==> src/rtl/background_fill_ctrl.sv <==
// background_fill_ctrl: rectangle fill write sequencer for the 320x240
// column-major background frame RAM (addr = y + 240*x). Accepts one command
// at a time, clips it to the screen, and issues one RAM write per clock.
module background_fill_ctrl #(
  parameter int NUMBER_COLORS = 10
) (
  input  logic                             clk,
  input  logic                             rst_n,
  input  logic                             cmd_valid,
  output logic                             cmd_ready,
  input  logic [8:0]                       cmd_x0,
  input  logic [8:0]                       cmd_x1,
  input  logic [7:0]                       cmd_y0,
  input  logic [7:0]                       cmd_y1,
  input  logic [$clog2(NUMBER_COLORS):0]   cmd_color,
  input  logic                             abort,
  output logic [16:0]                      ram_waddr,
  output logic [$clog2(NUMBER_COLORS):0]   ram_din,
  output logic                             ram_we,
  output logic                             busy,
  output logic                             done
);

  localparam int CW = $clog2(NUMBER_COLORS) + 1;

  localparam logic [8:0] X_MAX = 9'd319;
  localparam logic [7:0] Y_MAX = 8'd239;

  typedef enum logic [1:0] {
    S_IDLE,
    S_SETUP,
    S_FILL,
    S_DONE
  } state_t;

  state_t        state_q, state_d;

  // Latched command fields; x1/y1 are overwritten with their clipped values in SETUP.
  logic [8:0]    x0_q, x0_d;
  logic [8:0]    x1_q, x1_d;
  logic [7:0]    y0_q, y0_d;
  logic [7:0]    y1_q, y1_d;
  logic [CW-1:0] color_q, color_d;

  // Fill walk: current pixel, its RAM address, and the column-to-column jump.
  logic [8:0]    x_q, x_d;
  logic [7:0]    y_q, y_d;
  logic [16:0]   addr_q, addr_d;
  logic [7:0]    stride_q, stride_d;

  // Setup-stage combinational helpers.
  logic [8:0]    x1_clip;
  logic [7:0]    y1_clip;
  logic          empty_cmd;
  logic [16:0]   x0_ext;
  logic [16:0]   start_addr;
  logic [7:0]    col_stride;

  // Clip, emptiness test and start address derived from the latched command.
  always_comb begin
    x1_clip    = (x1_q > X_MAX) ? X_MAX : x1_q;
    y1_clip    = (y1_q > Y_MAX) ? Y_MAX : y1_q;
    empty_cmd  = (x0_q > X_MAX) || (y0_q > Y_MAX) ||
                 (x0_q > x1_clip) || (y0_q > y1_clip);
    x0_ext     = {8'd0, x0_q};
    // 240*x0 as (x0<<8)-(x0<<4); with x0 <= 319 the result stays below 76800.
    start_addr = (x0_ext << 8) - (x0_ext << 4) + {9'd0, y0_q};
    // Jump from (x,y1c) to (x+1,y0): 240 - (y1c - y0).
    col_stride = 8'd240 - (y1_clip - y0_q);
  end

  // State and datapath registers.
  always_ff @(posedge clk or negedge rst_n) begin
    if (!rst_n) begin
      state_q  <= S_IDLE;
      x0_q     <= '0;
      x1_q     <= '0;
      y0_q     <= '0;
      y1_q     <= '0;
      color_q  <= '0;
      x_q      <= '0;
      y_q      <= '0;
      addr_q   <= '0;
      stride_q <= '0;
    end else begin
      state_q  <= state_d;
      x0_q     <= x0_d;
      x1_q     <= x1_d;
      y0_q     <= y0_d;
      y1_q     <= y1_d;
      color_q  <= color_d;
      x_q      <= x_d;
      y_q      <= y_d;
      addr_q   <= addr_d;
      stride_q <= stride_d;
    end
  end

  // Next-state and datapath update logic.
  always_comb begin
    state_d  = state_q;
    x0_d     = x0_q;
    x1_d     = x1_q;
    y0_d     = y0_q;
    y1_d     = y1_q;
    color_d  = color_q;
    x_d      = x_q;
    y_d      = y_q;
    addr_d   = addr_q;
    stride_d = stride_q;

    unique case (state_q)
      S_IDLE: begin
        if (cmd_valid) begin
          x0_d    = cmd_x0;
          x1_d    = cmd_x1;
          y0_d    = cmd_y0;
          y1_d    = cmd_y1;
          color_d = cmd_color;
          state_d = S_SETUP;
        end
      end

      S_SETUP: begin
        if (abort || empty_cmd) begin
          state_d = S_DONE;
        end else begin
          x1_d     = x1_clip;
          y1_d     = y1_clip;
          x_d      = x0_q;
          y_d      = y0_q;
          addr_d   = start_addr;
          stride_d = col_stride;
          state_d  = S_FILL;
        end
      end

      S_FILL: begin
        // The write at addr_q is presented this cycle regardless of abort.
        if (abort || ((x_q == x1_q) && (y_q == y1_q))) begin
          state_d = S_DONE;
        end else if (y_q == y1_q) begin
          x_d    = x_q + 9'd1;
          y_d    = y0_q;
          addr_d = addr_q + {9'd0, stride_q};
        end else begin
          y_d    = y_q + 8'd1;
          addr_d = addr_q + 17'd1;
        end
      end

      S_DONE: begin
        state_d = S_IDLE;
      end

      default: begin
        state_d = S_IDLE;
      end
    endcase
  end

  // Outputs decoded from the state register so reset clears ram_we at once.
  always_comb begin
    cmd_ready = (state_q == S_IDLE);
    busy      = (state_q != S_IDLE);
    ram_we    = (state_q == S_FILL);
    done      = (state_q == S_DONE);
    ram_waddr = addr_q;
    ram_din   = color_q;
  end

endmodule
==> config.mk <==
export PLATFORM = sky130hd
export DESIGN_NAME = background_fill_ctrl
export DESIGN_NICKNAME = d
export VERILOG_FILES = /design/src/rtl/background_fill_ctrl.sv
export SDC_FILE = /design/constraint.sdc
export NUM_CORES = 1
export LEC_CHECK = 0
export CAP_MARGIN = 30
export CORE_MARGIN = 10
export CORE_UTILIZATION = 35
export DETAILED_ROUTE_END_ITERATION = 8
export PLACE_DENSITY_LB_ADDON = 0.25
export SLEW_MARGIN = 20
export SYNTH_ARGS = -nofsm -noshare
export SYNTH_HDL_FRONTEND = slang
export SYNTH_SLANG_ARGS = --single-unit
==> constraint.sdc <==
create_clock -name clk -period 5.8 [get_ports clk]
set_input_delay 0.58 -clock clk [delete_from_list [all_inputs] [get_ports clk]]
set_output_delay 0.58 -clock clk [all_outputs]
set_load 0.05 [all_outputs]
After elaboration in Yosys (flattened, before gate mapping)
Cells that the tools add are included.

operators by class
  $add $sub $neg = 8
  magnitude comparators = 6
  equality and inequality tests = 10
  multiplexer cells = 24
  bitwise logic cells = 1
  reductions and logical operators = 16

operator list
  kind                                                             count
  9-bit 2-to-1 mux                                                 6
  17-bit 2-to-1 mux                                                3
  8-bit 2-to-1 mux                                                 6
  9-bit one-hot mux with 2 select lines                            2
  17-bit by 8-bit adder with 17-bit output                         2
  17-bit one-hot mux with 2 select lines                           1
  8-bit one-hot mux with 2 select lines                            2
  9-bit > comparator, second input constant                        2
  17-bit by 1-bit adder with 17-bit output, second input constant  1
  17-bit by 13-bit subtractor with 17-bit output                   1
  8-bit > comparator, second input constant                        2
  9-bit by 1-bit adder with 9-bit output, second input constant    1
  9-bit equality test                                              1
  9-bit > comparator                                               1
  8-bit by 1-bit adder with 8-bit output, second input constant    1
  8-bit equality test                                              1
  8-bit > comparator                                               1
  2-bit one-hot mux with 4 select lines                            1
  8-bit subtractor                                                 1
  8-bit subtractor, first input constant                           1
  2-bit inequality test, second input constant                     3
  2-bit AND reduction                                              3
  3-bit AND reduction                                              2
  2-bit nonzero test                                               3
  other kinds (10)                                                 17

word-level totals
  register bits = 83
  bits of input ports = 43
  output and inout bits = 26
  logic and storage cells = 75

Longest topological paths before layout
  word-level depth = 8
  depth in mapped cells = 15
  gate-level depth less buffers = 14

Worst setup path after synthesis
Ideal clock, no wire load.

  kind = reg2reg
  start point = register y1_q[5]
  end point = register addr_q[15], in the netlist ram_waddr[15]
  library setup time = 0.086 ns
  arrival = 2.908 ns
  data required time = 5.714 ns
  slack = 2.806 ns
  cell stages (with the launch flop) = 16
  path buffers = 2
  period minus slack after synthesis = 2.994 ns
  cells stage by stage = dfrtp_1 > xor2_1 > nor2_1 > and4_1 > clkbuf_1 > nand2_1 > inv_1 > ha_1 > a211oi_1 > o21a_1 > o31ai_1 > and2_1 > clkbuf_1 > and4_1 > a32o_1 > nor3_1

on the way
  longest elaborated chain between the ends = 7
  elaborated cells on any way between the ends = 14
  classes of those cells = 2 x order compare; 3 x eq/ne; 4 x mux; 5 x reduce/logical

RTL lines
  item                             line  text
  start: declaration               42    logic [7:0] y1_q, y1_d;
  start signal: assignment         90    y1_q <= y1_d;
  8-bit > comparator               62    y1_clip = (y1_q > Y_MAX) ? Y_MAX : y1_q;
  8-bit 2-to-1 mux                 62
  8-bit > comparator               64    (x0_q > x1_clip) || (y0_q > y1_clip);
  1-bit logical OR                 64
  1-bit logical OR                 125   if (abort || empty_cmd) begin
  2-bit inequality test (no line)  --
  3-bit AND reduction (no line)    --
  end signal: assignment           94    addr_q <= addr_d;
  end: declaration                 48    logic [16:0] addr_q, addr_d;

Parallel ways exist; a longest one is shown, timed or not. The select of a mux whose other input is x is not followed.
A chain may end at the register's enable or synchronous reset.

Worst setup path after layout
  start point = register y1_q[6]
  end point = register addr_q[15], in the netlist ram_waddr[15]

The elaborated chain is that of the path after synthesis.

==> metrics.md <==
| Metric | Value |
|---|---|
| Status | complete, no violations |
| Clk buf depth | 2 |
| Netlist cell types | 64 |
| I/O pins | 69 |
| Critical Path Sink Type | flip-flop |
| Layout Utilization | 0.426 |
| Total power | 4.81 mW |
| Synth top area cells | dfrtp_1 36%, ha_1 10%, o21ai_0 5.5% |
| Leak Pwr | 3.08 nW |
| Pin count of the biggest net entering global routing | 69 |
| R2R setup slack | 2.34 ns |
| Worst-Skew Late Latency | 0.35 ns |
| Yosys reg bits | 83 |
| Max Fclk | 289 MHz |
| Most common cell on crit path | nor3_1 |
| Crit path kind | reg2reg |
| Drt wl/cell | 17.0 um |
| Most used flip-flop cell after synthesis | dfrtp_1 |
| Root Buffer | clkbuf_16 |
| Synth cell count leaders | 83 x dfrtp_1, 78 x nand2_1, 64 x o21ai_0 |
| Final min period | 3.46 ns |
| Async S/R FF share, synth | 1.00 |
| Hold crit path type | in2async |
| Hold Slack | 0.0787 ns |
| Mapped Nets | 767 |
| Power per cell area | 686 nW/um^2 |
| Core area | 16,500 um^2 |
| Post-DP HPWL | 12.3 mm |
| GRT Total Usage | 0.150 |
| Reg clk slew, reported paths | 0.06 ns |
| Avg Inst Size Synth | 8.72 um^2 |
| Initial antenna violation count | 0 |
| Via count | 5,122 |
| Number of max-cap violations | 0 |
| First-pass GRT wire length | 27.1 mm |
| Sequential cell area fraction in the yosys report | 0.355 |
| PortBufs | 68 |
| Critical Path Max Stage Delay | 0.57 ns |
| Cell Area, Synth | 5850 um^2 |
| Routed Antenna Nets | 0 |
| CP max-delay cell | nor2_2 |
| CP Data Required Time | 6.04 ns |
| Multi-input logic area | 3450 um^2 |
| Fill count | 1,662 |
| Cell chain of the critical path | inv_1, nor3_1, nor2_1, ha_1, nand3b_1, a21oi_1, o31ai_1, o2111ai_2, nor2_2, a32o_1, nor3_1 |
| Syn Inst Count | 671 |
| Yosys top cell area share | 0.355 |
| Final Cycle Share | 0.596 |
| Syn-to-layout area delta | 20.0% |
| Synth Warn # | 0 |
| # H-tree levels | 3 |
| 1st-iter DRT viols | 315 |
| Total negative slack | 0 ns |
| Clock Skew | 0.00705 ns |
| Routed WL | 16.2 mm |
| Vias in the first global route | 5,225 |
| Post-route DRC | 0 |
| Storage cell area | 2080 um^2 |
| CTS sink count | 83 |
| Crit path arrival time | 3.69 ns |
| Vias/cell | 5.37 |
| GR Overflow Total | 0 |
| Die Ht | 149 um |
| Maximum vdd drop | 0.383 mV |
| Post-synth EDFFs | 0 |
| Fin nets | 825 |
| # resized after CTS | 0 |
| GPL Wtd Cong | 0.867 |
| Layout cells sized above 1 | 0.0804 |
| Core Rows | 47 |
| Die ar. | 22,300 um^2 |
| Cell taking the most area after synthesis | dfrtp_1 |
| CP Launch Type | flip-flop |
| Hold-fix buffers at CTS | 0 |
| Top-count cell post-synth | dfrtp_1 |
| Least-Margin Pin Slew | 0.911 ns |
| RSZ-0062 raised after global routing | no |
| Inserted Diodes | 0 |
| Worst-path fanout max | 16 |
| Post-CTS setup buffers | 0 |
| Final setup violation count | 0 |
| Fin. Hold Viols | 0 |
| Cts bufs inserted | 9 |
| Max transition margin | 0.391 |
| DR pass1 iterations | 5 |
| Slew Limit Fails | 0 |
| Starting Density | 0.355 |
| CTS tree | done |
| Die Wd | 149 um |
[layout by cell type, fill, tap and decap left out, drive strengths merged, types with 3 or more instances in the layout]
cell	instances
or2	6
a31oi	11
clkbuf	12
nor2	54
fa	4
nor2b	6
nand4	9
o21ai	65
o31ai	8
dfrtp	83
a21oi	32
xnor2	16
nand2b	5
mux2i	6
clkinv	3
ha	49
and4	3
and2	12
buf	8
and3	9
inv	49
a21o	5
nand2	78
nor3	15
a22o	3
a211oi	6
o21a	5
nand3	20
xor2	19
mux2	24
clkdlybuf4s50	67
nor4	3
o221ai	7
[kinds of logic after synthesis]
kind of cell | synth area share
AO/OA/AOI/OAI | 0.179
adder cells (fa/ha/maj) | 0.118
flip-flops | 0.355
buffers and inverters | 0.0545
multiplexers | 0.0565
AND/OR/NAND/NOR | 0.185
XOR/XNOR | 0.0524
[sequential cells by signal, indices dropped and copies added (netlist names), 5 cells and up]
signal and flops:
ram_waddr 17, ram_din 5, y1_q 8, x_q 9, y_q 8, stride_q 8
y0_q 8, x0_q 9, x1_q 9
[layout make-up]
class	count	share of cell area
clock buffers	12	0.0351
well taps	220	0.0392
repair buffers	75	0.108
inverters	49	0.0262
multi-input cells	511	0.492
clock inverters	4	0.00374
flip-flops and latches	83	0.296
[worst max-delay path: cells and delay by family, from the launching register on]
family / cells / cell delay [ns]
and+or+nand+nor: 5 / 1.19
buffers and inverters: 1 / 0.10
adders and majority gates: 1 / 0.36
DFF: 1 / 0.41
AOI/OAI and AO/OA: 4 / 1.26
[power by group]
group          switching [mW]  internal [mW]  total [mW]
clock                   0.246          0.302       0.547
sequential              0.375          0.871        1.25
combinational            1.79           1.23        3.02
total                    2.41           2.41        4.81
[stage by stage]
stage	std cells	worst slack [ns]	area, um^2
6_report	954	2.34	7020
5_1_grt	954	2.01	7020
4_1_cts	952	1.88	6990
3_5_place_dp	936	1.90	6710
3_3_place_gp	935	2.06	6700
2_1_floorplan	671	2.81	5850
[worst paths after layout]
path / endpoint / startpoint / cells after the start
max: ram_waddr[15] / y1_q[6] / 11
min: ram_waddr[14] / rst_n / 1
max reg2reg: ram_waddr[15] / y1_q[6] / 11
min reg2reg: stride_q[5] / stride_q[5] / 2
max in group asynchronous: y0_q[2] / rst_n / 3
min in group clk: stride_q[5] / stride_q[5] / 2
[metal layers]
layer  track usage  share of wire  vias up
met1         0.195           0.45     2466
met2         0.238           0.46      161
met5             0              0        -
met4        0.0510          0.015        0
li1              -              -     2477
met3        0.0385          0.067       18
(Power assumes the default switching activity.)
